### src/rtl/rv32_mdu.sv
// Iterative RV32M multiply/divide unit writing straight into the register-file write port.
// Optional macro RV32_MDU_FAST_MUL_EN replaces the iterative multiply with a single-cycle one.
module rv32_mdu #(
    parameter int unsigned XLEN = 32
) (
    input  logic            clk,
    input  logic            rst,
    input  logic            start,
    input  logic [2:0]      funct3,
    input  logic [XLEN-1:0] a,
    input  logic [XLEN-1:0] b,
    input  logic [4:0]      rd,
    input  logic            flush,
    output logic            busy,
    output logic            wr,
    output logic [4:0]      rd_out,
    output logic [XLEN-1:0] wrdata
);

    typedef enum logic [2:0] {StIdle, StMul, StDiv, StFix, StDone} state_e;

    state_e              state_q, state_d;
    logic [2:0]          f3_q;
    logic [4:0]          rd_q;
    logic [5:0]          cnt_q;
    logic [2*XLEN-1:0]   acc_q;
    logic [XLEN-1:0]     mcand_q;
    logic [XLEN-1:0]     rem_q;
    logic [XLEN-1:0]     quo_q;
    logic [XLEN-1:0]     dvsr_q;
    logic                neg_res_q;
    logic                neg_rem_q;
    logic [4:0]          rd_out_q;
    logic [XLEN-1:0]     wrdata_q;

    // Operand decode, only meaningful while idle
    logic            signed_a, signed_b, a_sgn, b_sgn;
    logic [XLEN-1:0] mag_a, mag_b;
    logic            div_zero, div_ovf, special;
    logic [XLEN-1:0] special_res;

    always_comb begin
        signed_a    = (funct3 == 3'b001) || (funct3 == 3'b010) || (funct3[2] && !funct3[0]);
        signed_b    = (funct3 == 3'b001) || (funct3[2] && !funct3[0]);
        a_sgn       = signed_a & a[XLEN-1];
        b_sgn       = signed_b & b[XLEN-1];
        mag_a       = a_sgn ? (~a + 1'b1) : a;
        mag_b       = b_sgn ? (~b + 1'b1) : b;
        div_zero    = funct3[2] && (b == '0);
        div_ovf     = funct3[2] && !funct3[0] && (a == {1'b1, {(XLEN-1){1'b0}}})
                      && (b == '1);
        special     = div_zero || div_ovf;
        special_res = '0;
        if (div_zero) begin
            special_res = funct3[1] ? a : '1;
        end else if (!funct3[1]) begin
            special_res = {1'b1, {(XLEN-1){1'b0}}};
        end
    end

`ifdef RV32_MDU_FAST_MUL_EN
    // Sign-extended to full product width; the low 2*XLEN bits of the product are exact
    logic [2*XLEN-1:0] fast_a, fast_b, fast_prod;
    logic [XLEN-1:0]   fast_res;

    always_comb begin
        fast_a    = {{XLEN{signed_a & a[XLEN-1]}}, a};
        fast_b    = {{XLEN{signed_b & b[XLEN-1]}}, b};
        fast_prod = fast_a * fast_b;
        fast_res  = (funct3[1:0] == 2'b00) ? fast_prod[XLEN-1:0] : fast_prod[2*XLEN-1:XLEN];
    end
`endif

    // Iteration datapath
    logic [XLEN:0]     mul_sum;
    logic [XLEN:0]     div_shift;
    logic              div_ge;
    logic [XLEN-1:0]   div_sub;
    logic [2*XLEN-1:0] prod_fix;
    logic [XLEN-1:0]   quo_fix, rem_fix, fix_res;

    always_comb begin
        mul_sum   = {1'b0, acc_q[2*XLEN-1:XLEN]} + {1'b0, (acc_q[0] ? mcand_q : '0)};
        div_shift = {rem_q, quo_q[XLEN-1]};
        div_ge    = div_shift >= {1'b0, dvsr_q};
        div_sub   = div_shift[XLEN-1:0] - dvsr_q;
        prod_fix  = neg_res_q ? (~acc_q + 1'b1) : acc_q;
        quo_fix   = neg_res_q ? (~quo_q + 1'b1) : quo_q;
        rem_fix   = neg_rem_q ? (~rem_q + 1'b1) : rem_q;
        if (!f3_q[2]) begin
            fix_res = (f3_q[1:0] == 2'b00) ? prod_fix[XLEN-1:0] : prod_fix[2*XLEN-1:XLEN];
        end else begin
            fix_res = f3_q[1] ? rem_fix : quo_fix;
        end
    end

    always_comb begin
        state_d = state_q;
        unique case (state_q)
            StIdle: begin
                if (start && !flush) begin
                    if (special) begin
                        state_d = StDone;
                    end else if (!funct3[2]) begin
`ifdef RV32_MDU_FAST_MUL_EN
                        state_d = StDone;
`else
                        state_d = StMul;
`endif
                    end else begin
                        state_d = StDiv;
                    end
                end
            end
            StMul, StDiv: if (cnt_q == 6'd31) state_d = StFix;
            StFix:        state_d = StDone;
            StDone:       state_d = StIdle;
            default:      state_d = StIdle;
        endcase
        if (flush && state_q != StIdle) begin
            state_d = StIdle;
        end
    end

    always_ff @(posedge clk or posedge rst) begin
        if (rst) begin
            state_q <= StIdle;
        end else begin
            state_q <= state_d;
        end
    end

    always_ff @(posedge clk or posedge rst) begin
        if (rst) begin
            f3_q      <= '0;
            rd_q      <= '0;
            cnt_q     <= '0;
            acc_q     <= '0;
            mcand_q   <= '0;
            rem_q     <= '0;
            quo_q     <= '0;
            dvsr_q    <= '0;
            neg_res_q <= 1'b0;
            neg_rem_q <= 1'b0;
            rd_out_q  <= '0;
            wrdata_q  <= '0;
        end else begin
            unique case (state_q)
                StIdle: begin
                    if (start && !flush) begin
                        f3_q      <= funct3;
                        rd_q      <= rd;
                        cnt_q     <= '0;
                        neg_res_q <= a_sgn ^ b_sgn;
                        neg_rem_q <= a_sgn;
                        acc_q     <= {{XLEN{1'b0}}, mag_b};
                        mcand_q   <= mag_a;
                        rem_q     <= '0;
                        quo_q     <= mag_a;
                        dvsr_q    <= mag_b;
                        if (special) begin
                            wrdata_q <= special_res;
                            rd_out_q <= rd;
                        end
`ifdef RV32_MDU_FAST_MUL_EN
                        else if (!funct3[2]) begin
                            wrdata_q <= fast_res;
                            rd_out_q <= rd;
                        end
`endif
                    end
                end
                StMul: begin
                    acc_q <= {mul_sum, acc_q[XLEN-1:1]};
                    cnt_q <= (cnt_q == 6'd31) ? 6'd0 : cnt_q + 6'd1;
                end
                StDiv: begin
                    rem_q <= div_ge ? div_sub : div_shift[XLEN-1:0];
                    quo_q <= {quo_q[XLEN-2:0], div_ge};
                    cnt_q <= (cnt_q == 6'd31) ? 6'd0 : cnt_q + 6'd1;
                end
                StFix: begin
                    if (!flush) begin
                        wrdata_q <= fix_res;
                        rd_out_q <= rd_q;
                    end
                end
                default: ;
            endcase
        end
    end

    assign busy   = (state_q != StIdle);
    assign wr     = (state_q == StDone) && (rd_out_q != 5'd0) && !flush;
    assign rd_out = rd_out_q;
    assign wrdata = wrdata_q;

endmodule

### config.mk
export PLATFORM = sky130hd
export DESIGN_NAME = rv32_mdu
export DESIGN_NICKNAME = d
export VERILOG_FILES = /design/src/rtl/rv32_mdu.sv
export SDC_FILE = /design/constraint.sdc
export NUM_CORES = 1
export LEC_CHECK = 0
export CAP_MARGIN = 20
export CORE_ASPECT_RATIO = 0.5
export CORE_MARGIN = 2
export CORE_UTILIZATION = 50
export DETAILED_ROUTE_END_ITERATION = 6
export PLACE_DENSITY = 0.72
export SYNTH_ARGS = -nofsm -noshare
export SYNTH_HDL_FRONTEND = slang
export SYNTH_SLANG_ARGS = --single-unit
### constraint.sdc
create_clock -name clk -period 9 [get_ports clk]
set_input_delay 1.8 -clock clk [delete_from_list [all_inputs] [get_ports clk]]
set_output_delay 1.8 -clock clk [all_outputs]
set_load 0.005 [all_outputs]
==> results of run 1 <==
## layer usage
metal  vias to the layer above  part of all wire (%)  track usage, %
li1                       8430                     -               -
met1                      8696                    45            46.0
met2                       948                    41            45.7
met3                       162                    10            6.56
met4                         0                   3.8            10.5
met5                         -                     0               0
## cell type report
| cell class | count | area (µm²) |
|---|---|---|
| Fill cell | 3421 | 16100 |
| Multi-Input combinational cell | 1844 | 11700 |
| Sequential cell | 248 | 6210 |
| Timing Repair Buffer | 131 | 1280 |
| Clock buffer | 37 | 783 |
| Tap cell | 494 | 618 |
| Inverter | 77 | 298 |
| Clock inverter | 11 | 190 |
## stage by stage
| step | hold slack (ns) | cell area (µm²) | util [%] | setup slack, ns |
|---|---|---|---|---|
| detailed placement | 0.458 | 20100 | 54.0 | 2.98 |
| global placement | 0.452 | 20100 | 54.0 | 3.14 |
| global route | 0.492 | 21000 | 56.6 | 3.18 |
| floorplan | 0.438 | 18700 | - | 0.385 |
| finish | 0.468 | 21000 | 56.6 | 3.44 |
| CTS | 0.472 | 21000 | 56.6 | 3.56 |
## cells by family (layout without fill, tap and decap cells)
group                      Yosys count  in the layout  share of synthesized area (%)
AOI/OAI and AO/OA                  784            784                           26.5
xor gates and xnor gates           215            215                           10.1
adders and majority gates           73             73                           4.96
buffers and inverters              217            256                           4.78
DFF                                248            248                           33.1
muxes                               15             15                          0.808
and+or+nand+nor                    757            757                           19.8
## path summary, 6_finish.rpt
kind | start | end | slack, ns | depth (start not counted)
worst max-delay path | b[0] | wrdata[7] | 3.44 | 14
worst min-delay path | mcand_q[12] | mcand_q[12] | 0.47 | 1
worst max register to register | acc_q[0] | acc_q[63] | 4.80 | 15
worst min register to register | mcand_q[12] | mcand_q[12] | 0.47 | 1
max in group asynchronous | rst | rem_q[10] | 5.98 | 3
min in group asynchronous | rst | rd_q[1] | 1.85 | 2
## synthesized netlist by cell type (all sizes together) (13+ instances only)
master  number  share of area [%]
nor2b       15               0.50
o31ai       48                2.0
buf         20               0.65
dfrtp      248                 33
and2        40                1.3
and3        13               0.43
inv         76                1.5
o21a        20               0.80
nor4        16               0.60
a31oi       35                1.2
o211ai      27                1.1
a21oi      127                3.4
nand3       88                2.4
or3         32                1.1
o21ai      295                7.9
a21boi      16               0.64
nor2       151                3.1
o41ai       24                1.2
a221o       27                1.4
a22oi       15               0.60
ha          71                4.7
nand4       20               0.67
nand2b      23               0.77
xor2        84                3.9
nand2      264                5.3
xnor2      131                6.1
mux2i       14               0.75
or4         29                1.3
a21o        67                2.7
clkbuf     119                2.5
nor3        37               0.99
## sequential cells by signal, summed over array words and instances, names as in the netlist
| name | count |
|---|---|
| state_q | 3 |
| quo_q | 32 |
| rd_out | 5 |
| neg_res_q | 1 |
| dvsr_q | 32 |
| acc_q | 64 |
| mcand_q | 32 |
| rd_q | 5 |
| wrdata | 32 |
| rem_q | 32 |
| cnt_q | 6 |
| f3_q | 3 |
| neg_rem_q | 1 |
## power groups by stage
stage                     registers (W)  clock network [W]  logic [W]
final                           0.00234            0.00124    0.00450
after global routing            0.00240            0.00129    0.00495
after CTS                       0.00230            0.00124    0.00440
after detailed placement        0.00231                  0    0.00437
after global placement          0.00230                  0    0.00429
after floorplan                 0.00201                  0    0.00334
==> results.py, run 1 <==
metrics = {
    "sta": {
        "max_slew.worst_pin.slew_ns": 1.08,
        "finalCriticalPeriod_ns": 5.56,
        "period_share_pct": 61.8,
        "finalSetupViolCount": 0,
        "timing.slew.headroom_pct": 28.2,
        "rsz0062_at_grt": "false",
        "clock_skew_ns": 0.0178,
        "hold_viol": 0,
        "fin_tns_setup_ns": 0,
        "fmax_mhz": 180,
        "slew_violations": 0,
    },
    "setup_path": {
        "critical_path.max_fanout": 35,
        "max_stage_delay_ns": 0.58,
        "path_buf_inv": 4,
        "critPathKind": "in2reg",
        "slowest_stage": "nor4_2",
        "worstPathArrival_ns": 6.02,
        "crit_path_end_kind": "flop",
        "critPathTopFamily": "simple AND/OR/NAND/NOR gates",
        "cp.required_ns": 9.46,
        "crit_chain": "clkdlybuf4s50_1 > inv_1 > ha_1 > nor4b_2 > nand3_1 > nor4_2 > nand2_1 > and4bb_2 > a31oi_1 > o21a_1 > buf_4 > inv_2 > nor2_1 > a41oi_1",
        "cp-start-kind": "input pin",
    },
    "route": {
        "viasPerCell": 6.42,
        "drcViolationCount": 0,
        "ant_nets": 0,
        "drt_pass1_iterations": 6,
        "wl_um": 62100,
        "routedWlPerCell_um": 21.9,
        "vias": 18200,
        "drtIter0Drc": 2496,
    },
    "cts": {
        "numCtsBuffers": 26,
        "htreeDepth": 1,
        "holdBufCountCts": 0,
        "cts_num_sinks": 248,
        "post-cts-setup-buffers": 0,
        "cts.clk_slew.worst_paths_ns": 0.07,
        "cts_tree": "done",
        "clockBufferDepth": 3,
        "clock_latency_ns": 0.56,
        "cts-root-buf": "clkbuf_16",
        "post_cts_resized": 0,
    },
    "run_status": {
        "status": "completed",
    },
    "power": {
        "power.internal_w": 0.00420,
        "p_sw_w": 0.00388,
        "power_density_mw_per_mm2": 384,
        "clkPwrFrac_pct": 15.4,
        "vdd_drop_max_mv": 0.168,
        "seq_power_share_pct": 29.0,
        "p_leak_nw": 8.72,
        "switching_share_pct": 48.0,
        "p_comb_share_pct": 55.6,
        "power_w": 0.00808,
    },
    "global_routing": {
        "grt_pass1_wl_um": 96400,
        "grt_util_all_layers_pct": 31.3,
        "first_global_vias": 16600,
        "grt_max_degree": 139,
        "antenna_found_initial": 0,
        "grt_overflow_total": 0,
    },
    "logic_synthesis": {
        "netlist_area_mm2": 0.0187,
        "ys.flop_type": "dfrtp_1",
        "ys_warn_count": 0,
        "async_reset_ff_share_pct": 100,
        "synth_area_per_cell_um2": 8.11,
        "ys_ff_latch": 248,
        "syn_inst": 2309,
        "syn_nets": 2458,
        "ys_seq_area_share_pct": 33.1,
        "yosysUniqueCellTypes": 85,
        "synth_enable_flop_cells": 0,
    },
    "flow_run": {
        "max-cap-violations": 0,
    },
    "floorplanning": {
        "num_rows": 50,
        "core-area_mm2": 0.0372,
        "die_area_mm2": 0.0391,
        "die_x_um": 278,
        "die_y_um": 141,
        "floorplan.initialDensity_pct": 50.4,
        "io_pins": 115,
    },
    "finish": {
        "finalNonFillerCells": 2842,
        "nets": 2477,
        "n_antenna_cell": 0,
        "drive_gt1_share_pct": 4.56,
        "area_growth_pct": 12.3,
        "layout_common_cells": "o21ai_0 (288), nand2_1 (263), dfrtp_1 (247)",
        "final_common_cell": "o21ai_0",
    },
    "place": {
        "placed_cells": 2794,
        "gp_congestion": 1.00,
        "dpl.hpwl_um": 46100,
        "port-buffer-count": 114,
    },
    "min_path": {
        "hp-class": "reg2reg",
    },
}
Power figures use the tool's default switching activity.
==> run 2: changes to the inputs <==
==> constraint.sdc (replaced) <==
create_clock -name clk -period 4.7 [get_ports clk]
set_input_delay 0.94 -clock clk [delete_from_list [all_inputs] [get_ports clk]]
set_output_delay 0.94 -clock clk [all_outputs]
set_load 0.005 [all_outputs]
==> run 2 against run 1 <==
  * The run now ends with design-rule violations left
  * Sequential share of layout area shrank 0.24 points
  * Non-clock buffer count grew 28
  * Worst setup slack got worse by 2.7 ns
  * Via count is 0.47% lower
  * Combinational power rose by 93%
  * Clock skew grew 0.0032 ns
  * Power is 91% higher
  * Critical path depth grew 1
  * Sequential power up 93%
==> results.py, run 2 (same netlist as run 1, synthesis figures left out) <==
metrics = {
    "run_status": {
        "status": "finished, violations left",
        "violations": "design-rule violations",
    },
    "global_routing": {
        "grt_overflow_total": 0,
        "grt_pass1_wl_um": 97200,
        "antenna_found_initial": 5,
        "grt_max_degree": 71,
        "grt_util_all_layers_pct": 31.8,
        "first_global_vias": 16600,
    },
    "sta": {
        "period_share_pct": 84.1,
        "fmax_mhz": 253,
        "fin_tns_setup_ns": 0,
        "max_slew.worst_pin.slew_ns": 0.943,
        "timing.slew.headroom_pct": 37.1,
        "clock_skew_ns": 0.0211,
        "finalSetupViolCount": 0,
        "slew_violations": 0,
        "rsz0062_at_grt": "false",
        "finalCriticalPeriod_ns": 3.95,
        "finalWorstSetupSlack_ns": 0.747,
        "hold_viol": 0,
    },
    "finish": {
        "nets": 2505,
        "drive_gt1_share_pct": 5.60,
        "finalNonFillerCells": 2870,
        "multi_input_area_mm2": 0.0117,
        "area_growth_pct": 13.3,
        "largest_reg_flops": 64,
        "layout_common_cells": "o21ai_0 (288), nand2_1 (263), dfrtp_1 (247)",
        "register_area_mm2": 0.00621,
        "fillers": 3391,
        "final_common_cell": "o21ai_0",
        "regMostFlops": "acc_q",
    },
    "route": {
        "drt_pass1_iterations": 7,
        "ant_nets": 0,
        "drcViolationCount": 3,
        "routedWlPerCell_um": 22.0,
        "vias": 18200,
        "viasPerCell": 6.32,
        "wl_um": 63100,
        "drtIter0Drc": 2317,
    },
    "cts": {
        "clockBufferDepth": 3,
        "numCtsBuffers": 26,
        "clock_latency_ns": 0.56,
        "holdBufCountCts": 0,
        "htreeDepth": 1,
        "cts_num_sinks": 248,
        "post_cts_resized": 0,
        "cts-root-buf": "clkbuf_16",
        "cts_tree": "done",
        "post-cts-setup-buffers": 0,
        "cts.clk_slew.worst_paths_ns": 0.07,
    },
    "floorplanning": {
        "io_pins": 115,
        "die_area_mm2": 0.0391,
        "floorplan.initialDensity_pct": 50.4,
        "die_x_um": 278,
        "core-area_mm2": 0.0372,
        "die_y_um": 141,
        "num_rows": 50,
    },
    "place": {
        "placed_cells": 2822,
        "dpl.hpwl_um": 48000,
        "place_ws_ns": 0.299,
        "gp_congestion": 1.00,
        "port-buffer-count": 114,
    },
    "setup_path": {
        "crit_path_end_kind": "flop",
        "cp-start-kind": "input pin",
        "critical_path.max_fanout": 28,
        "r2r_start": "acc_q[0]",
        "timing.critical_path.to": "wrdata[31]",
        "r2r-end": "acc_q[61]",
        "critPathKind": "in2reg",
        "r2r_slack_ns": 0.94,
        "worstPathArrival_ns": 4.43,
        "crit_path_start": "b[0]",
        "ff2ff_path_depth": 14,
        "cp.required_ns": 5.18,
    },
    "power": {
        "p_leak_nw": 8.83,
        "power_density_mw_per_mm2": 728,
        "power_w": 0.0154,
        "vdd_drop_max_mv": 0.339,
    },
    "min_path": {
        "hp-class": "reg2reg",
    },
    "flow_run": {
        "max-cap-violations": 0,
    },
}
[run 2: cell types whose count changed in the layout (fill, tap and decap cells not counted), sizes merged]
cell	delta
clkinv	+2
diode	+1
clkbuf	-4
bufinv	-1
inv	-1
clkinvlp	+3
buf	+28
[run 2: power by group]
part / total (W) / internal, W / switching (W)
registers: 0.00452 / 0.00309 / 0.00144
clock network: 0.00224 / 0.00130 / 0.000937
logic: 0.00867 / 0.00358 / 0.00509
[run 2: worst min-delay path by stage]
stage	startpoint	to	slack, ns	cells past startpoint
floorplan	mcand_q[7]	mcand_q[7]	0.44	2
global placement	mcand_q[7]	mcand_q[7]	0.45	2
detailed placement	mcand_q[11]	mcand_q[11]	0.46	1
CTS	mcand_q[11]	mcand_q[11]	0.47	1
global route	mcand_q[31]	mcand_q[31]	0.49	2
finish	mcand_q[31]	mcand_q[31]	0.47	2
[run 2: metrics by stage]
stage	utilization, %	hold WS (ns)	area [µm²]
floorplan	-	0.438	18700
global placement	54.7	0.451	20300
detailed placement	54.7	0.461	20300
CTS	57.1	0.474	21200
global route	57.1	0.490	21200
finish	57.1	0.473	21200
[run 2: area by class of cell]
type	count	area share [%]
antenna	1	0.0118
clock buffer	33	3.39
clock inverter	14	0.855
inverter	77	1.39
multi-input combinational	1844	55.0
sequential	248	29.3
tap	494	2.91
timing repair buffer	159	7.21
[run 2: routing by layer]
layer  global-route usage [%]  share of wire (%)
met5                        0              0.043
met4                     10.7                3.8
met3                     7.61                 10
met2                     47.6                 42
met1                     45.2                 44
[run 2: critical path, stage by stage]
cell,delay (ns)
clkdlybuf4s50_1,0.45
inv_1,0.13
ha_1,0.22
nor4b_2,0.36
nand3_1,0.24
nor4_2,0.28
buf_4,0.19
nand2_1,0.11
and4bb_2,0.47
a31oi_1,0.11
o21a_1,0.28
buf_4,0.24
a211oi_1,0.27
a21oi_1,0.07
o21ai_0,0.08
